<file path="src/rtl/cpu_pkg.sv">
// cpu_pkg: shared width, reset PC and fetch FSM encodings for the PC stage.
package cpu_pkg;
    localparam int DEF_XLEN = 32;
    localparam logic [31:0] DEF_RESET_PC = 32'h0000_0000;
    typedef enum logic [1:0] {S_IDLE, S_FETCH, S_EXEC, S_HALT} state_t;
endpackage

</file>
<file path="src/rtl/next_pc_calc.sv">
// next_pc_calc: prioritised next-PC target selection and alignment check.
import cpu_pkg::*;
module next_pc_calc #(
    parameter int XLEN = DEF_XLEN
) (
    input  logic [XLEN-1:0] pc,
    input  logic [XLEN-1:0] imm,
    input  logic [XLEN-1:0] rs1_data,
    input  logic            Jal,
    input  logic            Jalr,
    input  logic            Branch_jump,
    output logic [XLEN-1:0] target,
    output logic            target_misaligned
);
    logic [XLEN-1:0] jalr_sum;
    always_comb begin
        jalr_sum = rs1_data + imm;
        target = Jalr ? {jalr_sum[XLEN-1:1], 1'b0} :
                 (Jal || Branch_jump) ? pc + imm : pc + XLEN'(4);
        // bit0 is always clear here (jalr masks it, pc/imm are even), so bit1 decides
        target_misaligned = target[1];
    end
endmodule

</file>
<file path="src/rtl/pc_fetch_unit.sv">
// pc_fetch_unit: PC register, req/ack fetch FSM and misaligned-target halt.
import cpu_pkg::*;
module pc_fetch_unit #(
    parameter int              XLEN     = DEF_XLEN,
    parameter logic [XLEN-1:0] RESET_PC = XLEN'(DEF_RESET_PC)
) (
    input  logic            clk,
    input  logic            rst,
    input  logic            Branch_jump,
    input  logic            Jal,
    input  logic            Jalr,
    input  logic [XLEN-1:0] imm,
    input  logic [XLEN-1:0] rs1_data,
    input  logic            stall,
    output logic            imem_req,
    output logic [XLEN-1:0] imem_addr,
    input  logic            imem_ack,
    output logic [XLEN-1:0] pc,
    output logic [XLEN-1:0] pc_plus4,
    output logic            inst_valid,
    output logic            misalign
);
    state_t          state, state_next;
    logic [XLEN-1:0] target;
    logic            target_misaligned;

    next_pc_calc #(.XLEN(XLEN)) u_next_pc (
        .pc(pc),
        .imm(imm),
        .rs1_data(rs1_data),
        .Jal(Jal),
        .Jalr(Jalr),
        .Branch_jump(Branch_jump),
        .target(target),
        .target_misaligned(target_misaligned)
    );

    always_ff @(posedge clk or posedge rst) begin
        if (rst) begin
            state    <= S_IDLE;
            pc       <= RESET_PC;
            misalign <= 1'b0;
        end else begin
            state <= state_next;
            if (state == S_EXEC && !stall) begin
                if (target_misaligned) misalign <= 1'b1;
                else pc <= target;
            end
        end
    end

    always_comb begin
        state_next = state;
        imem_req   = 1'b0;
        inst_valid = 1'b0;
        case (state)
            S_IDLE:  state_next = S_FETCH;
            S_FETCH: begin
                imem_req = 1'b1;
                if (imem_ack) state_next = S_EXEC;
            end
            S_EXEC:  begin
                inst_valid = 1'b1;
                if (!stall) state_next = target_misaligned ? S_HALT : S_FETCH;
            end
            default: state_next = S_HALT;
        endcase
    end

    assign imem_addr = pc;
    assign pc_plus4  = pc + XLEN'(4);
endmodule
</file>
<file path="config.mk">
export PLATFORM = sky130hd
export DESIGN_NAME = pc_fetch_unit
export DESIGN_NICKNAME = d
export VERILOG_FILES = /design/src/rtl/cpu_pkg.sv /design/src/rtl/next_pc_calc.sv /design/src/rtl/pc_fetch_unit.sv
export SDC_FILE = /design/constraint.sdc
export NUM_CORES = 1
export LEC_CHECK = 0
export BUFFER_PORTS_ARGS = -buffer_cell sky130_fd_sc_hd__buf_2
export CAP_MARGIN = 40
export CORE_UTILIZATION = 50
export CTS_BUF_LIST = sky130_fd_sc_hd__clkbuf_4 sky130_fd_sc_hd__clkbuf_8
export CTS_CLUSTER_SIZE = 16
export DETAILED_ROUTE_END_ITERATION = 8
export GPL_ROUTABILITY_DRIVEN = 0
export PLACE_DENSITY_LB_ADDON = 0.08
export REMOVE_ABC_BUFFERS = 1
export SLEW_MARGIN = 40
export SYNTH_ARGS = -nofsm -noshare
export SYNTH_HDL_FRONTEND = slang
export SYNTH_HIERARCHICAL = 1
export SYNTH_SLANG_ARGS = --single-unit
</file>
<file path="constraint.sdc">
create_clock -name clk -period 4.8 [get_ports clk]
set_clock_uncertainty 0.2 [all_clocks]
set_input_delay 0.24 -clock clk [delete_from_list [all_inputs] [get_ports clk]]
set_output_delay 0.24 -clock clk [all_outputs]
set_load 0.1 [all_outputs]
</file>
## After elaboration in Yosys (flattened, before gate mapping)

Index checks and enable logic that the tools add are counted.

| word-level totals | value |
|---|---|
| register bits after elaboration | 34 |
| input bits | 71 |
| output and inout port bits | 99 |
| word-level logic and storage cells | 26 |

| operators by class | value |
|---|---|
| add/subtract/negate cells | 3 |
| equality and inequality tests | 4 |
| muxes and demuxes | 8 |
| bitwise logic cells | 1 |
| reductions and logical operators | 7 |

Operators by type and width:

| cell | count |
|---|---|
| 32-bit adder | 2 |
| 32-bit two-way mux | 2 |
| 32-bit by 3-bit adder with 32-bit output (second input constant) | 1 |
| 2-bit two-way mux | 3 |
| 2-bit one-hot mux with 3 select lines | 1 |
| 2-bit AND reduction | 3 |
| 2-bit inequality test (second input constant) | 2 |
| 2-bit by 1-bit == test with 1-bit output (second input constant) | 1 |
| 2-bit == test (second input constant) | 1 |
| 2-bit logical NOT | 1 |
| 1-bit two-way mux | 2 |
| 1-bit logical AND | 1 |
| 1-bit logical NOT | 1 |
| 1-bit logical OR | 1 |
| 1-bit NOT | 1 |

## Longest topological paths before layout

| logic depth | value |
|---|---|
| depth after elaboration | 6 |
| depth in mapped cells | 12 |
| gate-level depth less buffers | 12 |

## Hierarchy

The synthesis kept the hierarchy.

By module, submodules not included:

| module | times used | cells each | area each (um2) | seq. area each (um2) |
|---|---|---|---|---|
| next_pc_calc | 1 | 632 | 4289.1 | 0.0 |
| pc_fetch_unit | 1 | 195 | 2137.0 | 875.8 |

## Least setup slack after synthesis

No wires, ideal clock.

| path | value |
|---|---|
| path kind | register to output |
| from | register pc[2] (netlist: imem_addr[2]) |
| to | output pc_plus4[24] |
| arrival | 3721 ps |
| data required time | 4360 ps |
| slack | 639 ps |
| stages on the path, launching flop included | 6 |
| buffers on the path | 0 |
| path through | dfrtp_1 -> ha_1 -> nand3_1 -> nor4_4 -> nand4_1 -> xnor2_1 |

| between the ends | value |
|---|---|
| word-level cells in the longest chain between the ends | 1 |

RTL lines:

| what | RTL line | text |
|---|---|---|
| start, declared | pc_fetch_unit.sv:18 | `output logic [XLEN-1:0] pc,` |
| start signal, assigned | pc_fetch_unit.sv:47 | `else pc <= target;` |
| 32-bit by 3-bit adder with 32-bit output | pc_fetch_unit.sv:71 | `assign pc_plus4 = pc + XLEN'(4);` |
| end, declared | pc_fetch_unit.sv:19 | `output logic [XLEN-1:0] pc_plus4,` |

No other way between the ends.

## Final worst setup path

| path | value |
|---|---|
| from | register pc[0] (netlist: imem_addr[0]) |
| to | register pc[28] (netlist: imem_addr[28]) |

| between the ends | value |
|---|---|
| elaborated cells on any way between the ends | 6 |
| those cells by class | add/sub (2); mux (2); bitwise (1); reduce/logical (1) |

RTL lines:

| what | RTL line | text |
|---|---|---|
| 32-bit by 3-bit adder with 32-bit output / 32-bit adder (equally long branches) | next_pc_calc.sv:19 | `(Jal \|\| Branch_jump) ? pc + imm : pc + XLEN'(4);` |
| 32-bit two-way mux * | next_pc_calc.sv:19 |  |
| 32-bit two-way mux * | next_pc_calc.sv:18 | `target = Jalr ? {jalr_sum[XLEN-1:1], 1'b0} :` |
| named net target[28] | pc_fetch_unit.sv:24 | `logic [XLEN-1:0] target;` |

Mark *: on every way through the listed nets, which the timed path passes. The rest lies on a longest branch.
A chain may end at the register's enable or synchronous reset.

==> results_dict.tcl <==
set metrics [dict create \
    status "completed" \
    clock_path_buffers 2 \
    final.min_clock_period_ns 3.82 \
    avgSynthCellArea_um2 7.77 \
    syn-cell-area_um2 6430 \
    clock_latency_ns 0.31 \
    critical_path.max_fanout 6 \
    drv_slew 0 \
    slowest_stage "dfrtp_1" \
    hold_violations 0 \
    synth_area_leaders "dfrtp_1 14%, ha_1 12%, xnor2_1 9.3%, a21oi_1 5.8%, xor2_1 5.3%" \
    core_area_um2 12600 \
    use_met2_pct 47.3 \
    cts_buffers 5 \
    cp-end-kind "register" \
    cp-endpoint "imem_addr[28]" \
    cp.required_ns 4.81 \
    drtIter0Drc 382 \
    tritoncts "built" \
    finalHoldWorstSlack_ns 0.0352 \
    drive_gt1_share_pct 24.6 \
    timing.slew.headroom_pct 46.2 \
    synthCells 827 \
    rsz0062_at_grt "no" \
    ys.warnings.count 6 \
    path_class "register to register" \
    crit_path_cell_trace "ha_1 > fa_1 > a21oi_1 > o221ai_2 > o22ai_2 > o311ai_1 > a31oi_1 > o21ai_1 > o41a_1 > a221oi_1 > a21oi_1 > mux2_2" \
    ir_drop_v 0.000493 \
    max_freq_mhz 262 \
    r2r_end "imem_addr[28]" \
    p_per_area_nw_per_um2 689 \
    die_x_um 115 \
    gr-total-overflow 0 \
    grt_pass1_vias 5916 \
    route.detailed.vias_per_inst 5.95 \
    htree_levels 2 \
    fp.dieArea_um2 13300 \
    setup_viol 0 \
    dp_hpwl_um 15000 \
    ff2ff_path_depth 12 \
    min_period_over_period_pct 79.6 \
    holdCritPathClass "input pin to register" \
    nets 1092 \
    synth_edf_count 0 \
    r2r-start "imem_addr[0]" \
    ys_ff_latch 35 \
    p_leak_nw 3.48 \
    drt-total-wl_um 19500 \
    vias 6721 \
    met1_usage_pct 42.7 \
    cts_resized 0 \
    netlist.area_leader.share_pct 13.6 \
    place.port_buffers 169 \
    cp_top_family "compound AO/OA/AOI/OAI gates" \
    drc 0 \
    cts_root_buf "clkbuf_8" \
    fillCellCount 1241 \
    grt_max_degree 54 \
    slowest_delay_ns 0.43 \
    cpMostUsedCell "a21oi_1" \
    synth_cell_type_count 69 \
    postRouteAntennaNets 0 \
    final_area_um2 7310 \
    busiest_layer "met2" \
    crit_path_start_kind "register" \
    antenna_found_initial 0 \
    postCtsSetupBuffers 0 \
    die_h_um 115 \
    grt_pass1_wl_um 30900 \
    ios 170 \
    crit_start "imem_addr[0]" \
    synthFlopType "dfrtp_1" \
    cap_violations 0 \
    clk_pin_slew_worst_paths_ns 0.09 \
    placed_area_um2 7190 \
    tns_ns 0 \
    async_flop_share_pct 100 \
    wl_per_cell_um 17.3 \
    critical_path_buf_inv_count 0 \
    cts_hold_buf 3 \
    worst_pin_slew_ns 0.801 \
    cts.sinks 35 \
    yosysTopAreaCell "dfrtp_1" \
    ys_seq_area_share_pct 13.6 \
    path_depth 12 \
    fp-row-count 41 \
    firstDrtPassIters 5 \
    grt_usage_pct 29.8 \
    area_delta_synth_final_pct 13.8 \
    critPathArrivalTime_ns 3.83 \
    n_antenna_cell 0 \
    r2r_setup_slack_ns 0.98 \
    grt_util_met3_pct 2.95 \
    layout.cells.most_common_list "169 x buf_2, 74 x a21oi_1, 73 x nand2_1" \
    layout_commonest_cell "buf_2" \
    initial_core_util_pct 51.1 \
]
[cells by family (layout without fill, tap and decap cells)]
logic type	Yosys count	after routing	share of synthesized area, %
AND/OR/NAND/NOR	267	267	21.7
adder cells (fa/ha/maj)	65	65	12.9
multiplexers	34	34	5.90
flip-flops	35	35	13.6
AO/OA/AOI/OAI	243	243	24.6
buffers and inverters	76	206	6.68
XOR/XNOR	107	107	14.6
[final cells by class]
| class | count | area, um2 | area share [%] |
|---|---|---|---|
| timing repair buffer | 179 | 928 | 12.7 |
| inverter | 19 | 71.3 | 0.975 |
| multi-input combinational | 716 | 5130 | 70.1 |
| sequential | 35 | 876 | 12.0 |
| clock inverter | 3 | 25.0 | 0.342 |
| clock buffer | 5 | 68.8 | 0.941 |
| tap | 172 | 215 | 2.94 |
[flip-flops by register name, summed over array words and instances (netlist names)]
| name | cells |
|---|---|
| misalign | 1 |
| imem_addr | 32 |
| state | 2 |
[metrics by stage]
step / cells / power [mW] / util [%] / setup WS (ns)
after global placement: 1118 / 4.77 / 57.2 / 1.05
final: 1129 / 5.04 / 58.2 / 0.978
after CTS: 1129 / 5.03 / 58.2 / 1.00
after floorplan: 770 / 4.08 / - / -0.632
after global routing: 1129 / 5.31 / 58.2 / 0.728
after detailed placement: 1118 / 4.77 / 57.2 / 1.03
[layer usage]
metal / share of wire (%) / vias up
met5: 0 / -
met3: 6.0 / 44
met4: 3.1 / 0
met1: 48 / 3122
met2: 43 / 273
li1: - / 3282
[power breakdown]
group,switching (mW),total [mW],internal (mW)
Combinational,3.17,4.10,0.933
Clock,0.140,0.244,0.104
Sequential,0.314,0.700,0.386
Total,3.62,5.04,1.42
[worst min path at each step]
stage | startpoint | to | slack [ns] | cells after the start
after floorplan | imem_ack | state[0] | 0.13 | 1
after global placement | rst | misalign | 0.19 | 3
after detailed placement | rst | misalign | 0.19 | 3
after CTS | stall | state[1] | 0.02 | 3
after global routing | stall | state[1] | 0.04 | 3
final | stall | state[1] | 0.04 | 3
[Yosys cell counts (all sizes together) (7+ instances only)]
cell and instances:
nand2b 10, ha 63, nor2 51, inv 19
a31oi 7, a22oi 8, nand4 18, nand3 41
o211ai 7, nand2 73, nor2b 11, o21bai 7
a21oi 77, mux2 31, o21ai 52, dfrtp 35
and4 8, a21o 21, clkbuf 13, xor2 39
a211oi 23, buf 44, xnor2 68, nor3 14
and2 10, and3 17
[worst register-to-register path: stages, from the launching register on]
cell and delay (ns):
dfrtp_1 0.43, ha_1 0.23, fa_1 0.41, a21oi_1 0.27, o221ai_2 0.21, o22ai_2 0.24, o311ai_1 0.20, a31oi_1 0.36
o21ai_1 0.14, o41a_1 0.39, a221oi_1 0.30, a21oi_1 0.06, mux2_2 0.29
(Power assumes the default switching activity.)
